## src/rtl/hlogic16_pipe_if.sv

```systemverilog
// Operand/result handshake bundle for hlogic16_pipe.
//   in_valid/in_ready  : operand beat handshake (a, b, op, acc_en, acc_clr)
//   out_valid/out_ready: result beat handshake (out, out_zr)
//   acc                : accumulator value, debug visibility
// slave is the pipeline's view, master is the source/consumer side.
interface hlogic16_pipe_if #(
    parameter int unsigned WIDTH = 16
);
    logic             in_valid;
    logic             in_ready;
    logic [WIDTH-1:0] a;
    logic [WIDTH-1:0] b;
    logic [2:0]       op;
    logic             acc_en;
    logic             acc_clr;
    logic             out_valid;
    logic             out_ready;
    logic [WIDTH-1:0] out;
    logic             out_zr;
    logic [WIDTH-1:0] acc;

    modport master (
        output in_valid, a, b, op, acc_en, acc_clr, out_ready,
        input  in_ready, out_valid, out, out_zr, acc
    );

    modport slave (
        input  in_valid, a, b, op, acc_en, acc_clr, out_ready,
        output in_ready, out_valid, out, out_zr, acc
    );
endinterface

```

## src/rtl/hlogic16_pipe.sv

```systemverilog
// Pipelined bitwise logic unit with accumulator and zero flag.
//   clk   : rising-edge clock
//   reset : asynchronous, active-high reset
//   bus   : hlogic16_pipe_if.slave
//           in : in_valid, a, b, op, acc_en, acc_clr, out_ready
//           out: in_ready, out_valid, out, out_zr, acc
// op: 0 AND, 1 OR, 2 XOR, 3 NAND, 4 NOR, 5 XNOR, 6 NOT a, 7 PASS a.
// Result is computed and registered into stage 0; later stages are delay
// registers with bubble collapse. Latency is STAGES cycles when unstalled.
module hlogic16_pipe #(
    parameter int unsigned      WIDTH    = 16,
    parameter int unsigned      STAGES   = 2,
    parameter logic [WIDTH-1:0] ACC_INIT = '1
) (
    input  logic           clk,
    input  logic           reset,
    hlogic16_pipe_if.slave bus
);

    typedef enum logic [2:0] {
        OP_AND   = 3'd0,
        OP_OR    = 3'd1,
        OP_XOR   = 3'd2,
        OP_NAND  = 3'd3,
        OP_NOR   = 3'd4,
        OP_XNOR  = 3'd5,
        OP_NOTA  = 3'd6,
        OP_PASSA = 3'd7
    } op_e;

    op_e                          op_sel;
    logic [WIDTH-1:0]             a_eff;
    logic [WIDTH-1:0]             result;
    logic [WIDTH-1:0]             acc_q, acc_d;
    logic                         accept;

    logic [STAGES-1:0]            vld_q, vld_d;
    logic [STAGES-1:0]            zr_q, zr_d;
    logic [STAGES-1:0][WIDTH-1:0] data_q, data_d;

    // Per-stage source (stage 0 takes the new result, stage k takes k-1)
    // and load enable (stage may take new contents this cycle).
    logic [STAGES-1:0]            vld_src;
    logic [STAGES-1:0]            zr_src;
    logic [STAGES-1:0][WIDTH-1:0] data_src;
    logic [STAGES-1:0]            load;

    assign op_sel = op_e'(bus.op);

    always_comb begin
        a_eff  = (bus.acc_en && !bus.acc_clr) ? acc_q : bus.a;
        result = '0;
        case (op_sel)
            OP_AND:   result = a_eff & bus.b;
            OP_OR:    result = a_eff | bus.b;
            OP_XOR:   result = a_eff ^ bus.b;
            OP_NAND:  result = ~(a_eff & bus.b);
            OP_NOR:   result = ~(a_eff | bus.b);
            OP_XNOR:  result = ~(a_eff ^ bus.b);
            OP_NOTA:  result = ~a_eff;
            OP_PASSA: result = a_eff;
            default:  result = '0;
        endcase
    end

    for (genvar k = 0; k < STAGES; k++) begin : g_stage
        if (k == 0) begin : g_head
            assign vld_src[k]  = bus.in_valid;
            assign zr_src[k]   = (result == '0);
            assign data_src[k] = result;
        end else begin : g_tail
            assign vld_src[k]  = vld_q[k-1];
            assign zr_src[k]   = zr_q[k-1];
            assign data_src[k] = data_q[k-1];
        end

        // The advance chain "k moves if k+1 is empty or moving" unrolls to:
        // stage k may load unless it and every stage after it is full while
        // the output is stalled. Written as a reduction to avoid a
        // self-referencing combinational chain.
        assign load[k] = bus.out_ready || !(&vld_q[STAGES-1:k]);

        // Data/flag only move with a valid beat; a bubble just clears valid.
        assign vld_d[k]  = load[k] ? vld_src[k] : vld_q[k];
        assign zr_d[k]   = (load[k] && vld_src[k]) ? zr_src[k] : zr_q[k];
        assign data_d[k] = (load[k] && vld_src[k]) ? data_src[k] : data_q[k];
    end

    assign accept = bus.in_valid && load[0];

    // Accumulator lives at stage 0, so chained acc_en beats see the
    // previous result with no forwarding and no bubble.
    always_comb begin
        acc_d = acc_q;
        if (accept) begin
            if (bus.acc_clr) begin
                acc_d = bus.a;
            end else if (bus.acc_en) begin
                acc_d = result;
            end
        end
    end

    always_ff @(posedge clk or posedge reset) begin
        if (reset) begin
            vld_q  <= '0;
            zr_q   <= '0;
            data_q <= '0;
            acc_q  <= ACC_INIT;
        end else begin
            vld_q  <= vld_d;
            zr_q   <= zr_d;
            data_q <= data_d;
            acc_q  <= acc_d;
        end
    end

    assign bus.in_ready  = load[0];
    assign bus.out_valid = vld_q[STAGES-1];
    assign bus.out       = data_q[STAGES-1];
    assign bus.out_zr    = vld_q[STAGES-1] && zr_q[STAGES-1];
    assign bus.acc       = acc_q;

endmodule

```

## src/flat_wrapper.sv

```systemverilog
// flat-port wrapper written by rule: the top's interface ports become plain ports
module hlogic16_pipe_flat 
#(
    parameter int unsigned      WIDTH    = 16,
    parameter int unsigned      STAGES   = 2,
    parameter logic [WIDTH-1:0] ACC_INIT = '1
)
  (clk, reset, bus_in_valid, bus_a, bus_b, bus_op, bus_acc_en, bus_acc_clr, bus_out_ready, bus_in_ready, bus_out_valid, bus_out, bus_out_zr, bus_acc);
  hlogic16_pipe_if #(.WIDTH(WIDTH)) bus_i ();
  input  logic clk;
  input  logic reset;
  input wire logic [$bits(bus_i.in_valid)-1:0] bus_in_valid;
  input wire logic [$bits(bus_i.a)-1:0] bus_a;
  input wire logic [$bits(bus_i.b)-1:0] bus_b;
  input wire logic [$bits(bus_i.op)-1:0] bus_op;
  input wire logic [$bits(bus_i.acc_en)-1:0] bus_acc_en;
  input wire logic [$bits(bus_i.acc_clr)-1:0] bus_acc_clr;
  input wire logic [$bits(bus_i.out_ready)-1:0] bus_out_ready;
  output wire logic [$bits(bus_i.in_ready)-1:0] bus_in_ready;
  output wire logic [$bits(bus_i.out_valid)-1:0] bus_out_valid;
  output wire logic [$bits(bus_i.out)-1:0] bus_out;
  output wire logic [$bits(bus_i.out_zr)-1:0] bus_out_zr;
  output wire logic [$bits(bus_i.acc)-1:0] bus_acc;
  assign bus_i.in_valid = bus_in_valid;
  assign bus_i.a = bus_a;
  assign bus_i.b = bus_b;
  assign bus_i.op = bus_op;
  assign bus_i.acc_en = bus_acc_en;
  assign bus_i.acc_clr = bus_acc_clr;
  assign bus_i.out_ready = bus_out_ready;
  assign bus_in_ready = bus_i.in_ready;
  assign bus_out_valid = bus_i.out_valid;
  assign bus_out = bus_i.out;
  assign bus_out_zr = bus_i.out_zr;
  assign bus_acc = bus_i.acc;
  hlogic16_pipe #(.WIDTH(WIDTH), .STAGES(STAGES), .ACC_INIT(ACC_INIT)) u_core (.clk(clk), .reset(reset), .bus(bus_i));
endmodule
```

## config.mk

```make
export PLATFORM = sky130hd
export DESIGN_NAME = hlogic16_pipe_flat
export DESIGN_NICKNAME = d
export VERILOG_FILES = /design/src/rtl/hlogic16_pipe_if.sv /design/src/rtl/hlogic16_pipe.sv /design/src/flat_wrapper.sv
export SDC_FILE = /design/constraint.sdc
export NUM_CORES = 1
export LEC_CHECK = 0
export CORE_MARGIN = 2
export CORE_UTILIZATION = 35
export DETAILED_ROUTE_END_ITERATION = 6
export PLACE_DENSITY = 0.61
export SYNTH_ARGS = -nofsm -noshare
export SYNTH_HDL_FRONTEND = slang
export SYNTH_SLANG_ARGS = --single-unit
```

## constraint.sdc

```tcl
create_clock -name clk -period 3.74 [get_ports clk]
set_input_delay 0.561 -clock clk [delete_from_list [all_inputs] [get_ports clk]]
set_output_delay 0.561 -clock clk [all_outputs]
set_load 0.02 [all_outputs]
```

---- Word level (Yosys, flattened, before mapping) ----
Cells that the tools add are included.
word-level totals
  bits in registers ....................... 52
  bits in latches ......................... 0
  memory bits (writable) .................. 0
  memory bits (read-only) ................. 0
  input port bits ......................... 41
  output and inout port bits .............. 35
  word-level logic and storage cells ...... 39
  memories ................................ 0
operators by class
  add/sub/neg operators ................... 0
  multiply operators ...................... 0
  divide/modulo/power cells ............... 0
  $lt $le $gt $ge ......................... 0
  eq/ne operators ......................... 7
  shifts and indexed selects .............. 0
  muxes and demuxes ....................... 4
  bitwise gates (word level) .............. 7
  reduce and logical (&&, ||, !) cells .... 14
operator list
  kind                                           count
  one-hot mux 16 bit (8 select lines)            1
  inverter 16 bit                                4
  2-to-1 mux 16 bit                              3
  AND 16 bit                                     1
  logical NOT 16 bit                             1
  bitwise OR 16 bit                              1
  XOR 16 bit                                     1
  == test 3 bit, second input constant           4
  == test 3 x 2 -> 1 bit, second input constant  2
  logical AND 1 bit                              4
  AND reduction 2 bit                            2
  == test 3 x 1 -> 1 bit, second input constant  1
  logical NOT 1 bit                              3
  logical NOT 3 bit                              1
  logical OR 1 bit                               2
  nonzero test 2 bit                             1

---- Depth between registers and ports, before layout ----
  word-level depth ........................ 8
  gate-level depth with buffers ........... 13
  gate-level depth less buffers ........... 11

---- Least setup slack after synthesis ----
OpenSTA, ideal clock, no wires.
  path kind ............................... input -> register
  start ................................... in bus_acc_clr
  end ..................................... reg u_core.zr_q[0]
  arrival time ............................ 2896 ps
  data required time ...................... 3648 ps
  slack ................................... 753 ps
  stages .................................. 13
  cells stage by stage .................... buf_6 -> nand2b_4 -> buf_6 -> mux2_2 -> inv_1 -> ha_1 -> nand2_1 -> o22ai_1 -> a2111oi_0 -> a31oi_1 -> nand4b_1 -> or4_1 -> o31ai_2
between the ends
  cells in the longest elaborated chain, start to end .. 7
  elaborated cells on any way between the ends .. 12
  those cells by class .................... mux (2); bitwise (7); reduce/logical (3)
ends and longest elaborated chain
  item                                      line                                                           text
  start: declaration                        flat_wrapper.sv:17                                             input wire logic [$bits(bus_i.acc_clr)-1:0] bus_acc_clr;
  logical NOT 1 bit (*)                     hlogic16_pipe.sv:51                                            a_eff = (bus.acc_en && !bus.acc_clr) ? acc_q : bus.a;
  logical AND 1 bit (*)                     hlogic16_pipe.sv:51
  2-to-1 mux 16 bit (*)                     hlogic16_pipe.sv:51
  XOR 16 bit, or another cell as far along  hlogic16_pipe.sv:56, hlogic16_pipe.sv:59
  inverter 16 bit (on tied branches)        hlogic16_pipe.sv:59, hlogic16_pipe.sv:57, hlogic16_pipe.sv:58
  one-hot mux 16 bit (8 select lines) (*)   hlogic16_pipe.sv:53                                            case (op_sel)
  logical NOT 16 bit (*)                    hlogic16_pipe.sv:69                                            assign zr_src[k] = (result == '0);
  end signal: assignment                    hlogic16_pipe.sv:112                                           zr_q <= zr_d;
  end: declaration                          hlogic16_pipe.sv:38                                            logic [STAGES-1:0] zr_q, zr_d;
Mark *: on every way between the ends. The rest lies on a longest branch, timed or not.
A chain may end at the register's enable or synchronous reset.

---- Worst setup path in the final report ----
Same ends and word-level chain as after synthesis.

==> flow_metrics.tcl <==
set metrics [dict create \
    root_buffer "clkbuf_16" \
    hold_viol 0 \
    critPathTopFamily "simple AND/OR/NAND/NOR gates" \
    initial_utilization_pct 36.0 \
    finalCritPeriodShare_pct 94.4 \
    post-place-ws_ps -76.1 \
    fin_crit_ps 3530 \
    fill_cells 1161 \
    dpl_cell_area_sq_um 5300 \
    synth_area_sq_um 4350 \
    crit_chain "clkdlybuf4s50_1 > nand2b_4 > buf_4 > mux2_4 > clkinv_2 > ha_1 > nand2b_1 > a221o_1 > o21ai_0 > o22ai_2 > nand2_1 > or3b_2 > o31ai_2" \
    cp-end-kind "register" \
    cp.required_ps 3940 \
    initialDrtViolationCount 285 \
    worstSetupPathType "primary input to register" \
    ys_seq_elements 52 \
    total_power_w 0.00225 \
    ctsHoldBuffers 0 \
    worstHoldPathType "register to register" \
    cp.arrival_ps 3730 \
    grt_pass1_vias 3916 \
    grt_pass1_wl_um 19900 \
    clkLatencyLatePin_ps 290 \
    cts_resized 0 \
    grt_usage_pct 18.9 \
    ys_types 54 \
    total_leakage_power_nw 2.38 \
    irDropWorstVdd_v 0.000209 \
    dieArea_sq_um 13300 \
    syn-mean-instance-area_sq_um 8.89 \
    rsz0062_at_grt "false" \
    routed_wl_um 12300 \
    synth_ff_type "dfrtp_1" \
    ant_nets 0 \
    cp_max_fo 13 \
    drive_above_1_share_pct 19.9 \
    synth_edf_count 0 \
    n_antenna_cell 0 \
    core_sq_um 12100 \
    detail_route.first_pass.iterations 4 \
    die_y_um 115 \
    synthToLayoutAreaGrowth_pct 25.3 \
    antenna_found_initial 0 \
    cts_tree "yes" \
    grt_max_degree 53 \
    finalWeightedCongestion 0.824 \
    multi_input_area_sq_um 2590 \
    skew_ps 6.40 \
    clkTransAtPathRegs_ps 70 \
    seq_area_sq_um 1320 \
    setup_viol 0 \
    fp.dieW_um 115 \
    fin_ws_ps 209 \
    fmax_ghz 0.283 \
    cts_buffers 5 \
    cts.sinks 52 \
    design_area_sq_um 5450 \
    dp_hpwl_um 9260 \
    fin_hold_ws_ps 481 \
    pwr_density_cell_nw_per_um2 413 \
    max-cap-violations 0 \
    clk_path_buf_depth 2 \
    timing.critical_path.buf_inv 3 \
    final_nets 631 \
    startpoint_type "primary input" \
    vias_per_cell 5.31 \
    drc_errors 0 \
    slew_headroom_pct 29.9 \
    gr-total-overflow 0 \
    synth-async-reset-ratio_pct 100 \
    max_stage_delay_ps 570 \
    seq_area_frac_synth_pct 30.4 \
    cts_htree_levels 2 \
    synth_nets 562 \
    outcome "complete, no violations" \
    finalMaxSlewViolations 0 \
    rows 40 \
    tightest_slew_ps 1050 \
    yosysWarnings 0 \
    cp_slowest_cell "clkdlybuf4s50_1" \
    synthCells 489 \
    port-buffer-count 75 \
    num_vias 3857 \
    io_pins 76 \
    postCtsSetupBuffers 0 \
    wl_per_cell_um 16.9 \
]
[flip-flops by register name (all words and copies together), names as in the netlist]
signal          cells
u_core.bus.acc     16
u_core.bus.out     16
u_core.data_q      16
u_core.vld_q        2
u_core.zr_q         2
[final timing paths]
check,startpoint,endpoint,cells after the start,slack (ps)
setup / recovery,bus_acc_clr,u_core.zr_q[0],13,210
hold / removal,u_core.data_q[9],u_core.data_q[9],2,480
setup reg to reg,u_core.bus.acc[14],u_core.zr_q[0],10,1050
hold reg to reg,u_core.data_q[9],u_core.data_q[9],2,480
max in group asynchronous,reset,u_core.bus.out[8],2,2240
min in group asynchronous,reset,u_core.data_q[10],2,840
[kinds of logic (layout without fill, tap and decap cells)]
logic type      count (synthesis)  in the layout  share of synthesized area, %
fa+ha+maj                      32             32                          9.21
simple gates                  110            110                          12.2
flops                          52             52                          30.4
buf+inv                        89            159                          10.0
compound gates                145            145                          22.2
mux                            57             57                          15.2
xor+xnor                        4              4                         0.806
[cell usage in the layout, fill, tap and decap left out, types with 3 or more instances in the layout]
master / netlist / routed
clkdlybuf4s50_1: 0 / 75
nand2_1: 50 / 50
o21ai_0: 40 / 40
buf_4: 17 / 36
dfrtp_1: 36 / 36
inv_1: 36 / 35
mux2_2: 32 / 32
ha_1: 32 / 32
o22ai_1: 26 / 26
a21oi_1: 22 / 22
nor2_1: 21 / 21
mux2i_1: 18 / 18
dfstp_2: 16 / 16
nor2b_1: 13 / 13
nand2b_1: 10 / 10
o2bb2ai_1: 6 / 6
a222oi_1: 5 / 5
a2111oi_0: 5 / 5
clkbuf_16: 0 / 5
o211ai_1: 4 / 4
a221o_1: 4 / 4
o21a_1: 4 / 4
mux2_4: 4 / 4
o221ai_1: 4 / 4
a22oi_1: 4 / 4
xnor2_1: 4 / 4
a31oi_1: 4 / 4
o22a_1: 3 / 3
or2_2: 3 / 3
a221oi_1: 3 / 3
nor3_1: 3 / 3
[stage by stage]
stage,util [%],instances,setup TNS (ps)
4_1_cts,45.2,727,0
2_1_floorplan,-,489,0
3_3_place_gp,43.9,719,-9.75
5_1_grt,45.2,727,0
3_5_place_dp,43.9,719,-76.1
6_report,45.2,727,0
[metal layers]
layer,GRT usage [%],wire (um),vias up
li1,-,-,1875
met3,2.25,482,16
met5,0,0,-
met2,33.1,6030,93
met1,24.7,5580,1873
met4,5.06,193,0
[report_power, final]
part / internal (W) / switching [W]
sequential: 0.000722 / 0.0000935
clock: 0.000254 / 0.000217
combinational: 0.000481 / 0.000485
[layout make-up]
| type | instances | share of cell area [%] |
|---|---|---|
| Multi-Input combinational cell | 348 | 47.5 |
| Sequential cell | 52 | 24.3 |
| Timing Repair Buffer | 111 | 18.7 |
| Tap cell | 168 | 3.86 |
| Clock inverter | 3 | 0.505 |
| Clock buffer | 5 | 2.30 |
| Inverter | 40 | 2.80 |
[Yosys cell counts, types with 4 or more instances]
cell type / number / share of area (%)
nand2_1: 50 / 4.3
o21ai_0: 40 / 4.6
dfrtp_1: 36 / 21
inv_1: 36 / 3.1
ha_1: 32 / 9.2
mux2_2: 32 / 8.3
o22ai_1: 26 / 3.7
a21oi_1: 22 / 2.5
nor2_1: 21 / 1.8
mux2i_1: 18 / 4.1
buf_4: 17 / 2.9
dfstp_2: 16 / 9.7
clkbuf_1: 15 / 1.3
nor2b_1: 13 / 1.9
buf_2: 10 / 1.2
nand2b_1: 10 / 1.4
o2bb2ai_1: 6 / 1.2
a2111oi_0: 5 / 1.0
a222oi_1: 5 / 1.2
a221o_1: 4 / 0.92
a22oi_1: 4 / 0.69
a31oi_1: 4 / 0.58
buf_1: 4 / 0.35
mux2_4: 4 / 1.4
o211ai_1: 4 / 0.69
o21a_1: 4 / 0.69
o221ai_1: 4 / 0.81
xnor2_1: 4 / 0.81
[worst min-delay path: stages (launching register included)]
cell	delay [ps]
dfrtp_1	340
nand2_1	50
o21ai_0	60
Note: power is estimated with default switching activity, not from simulation.
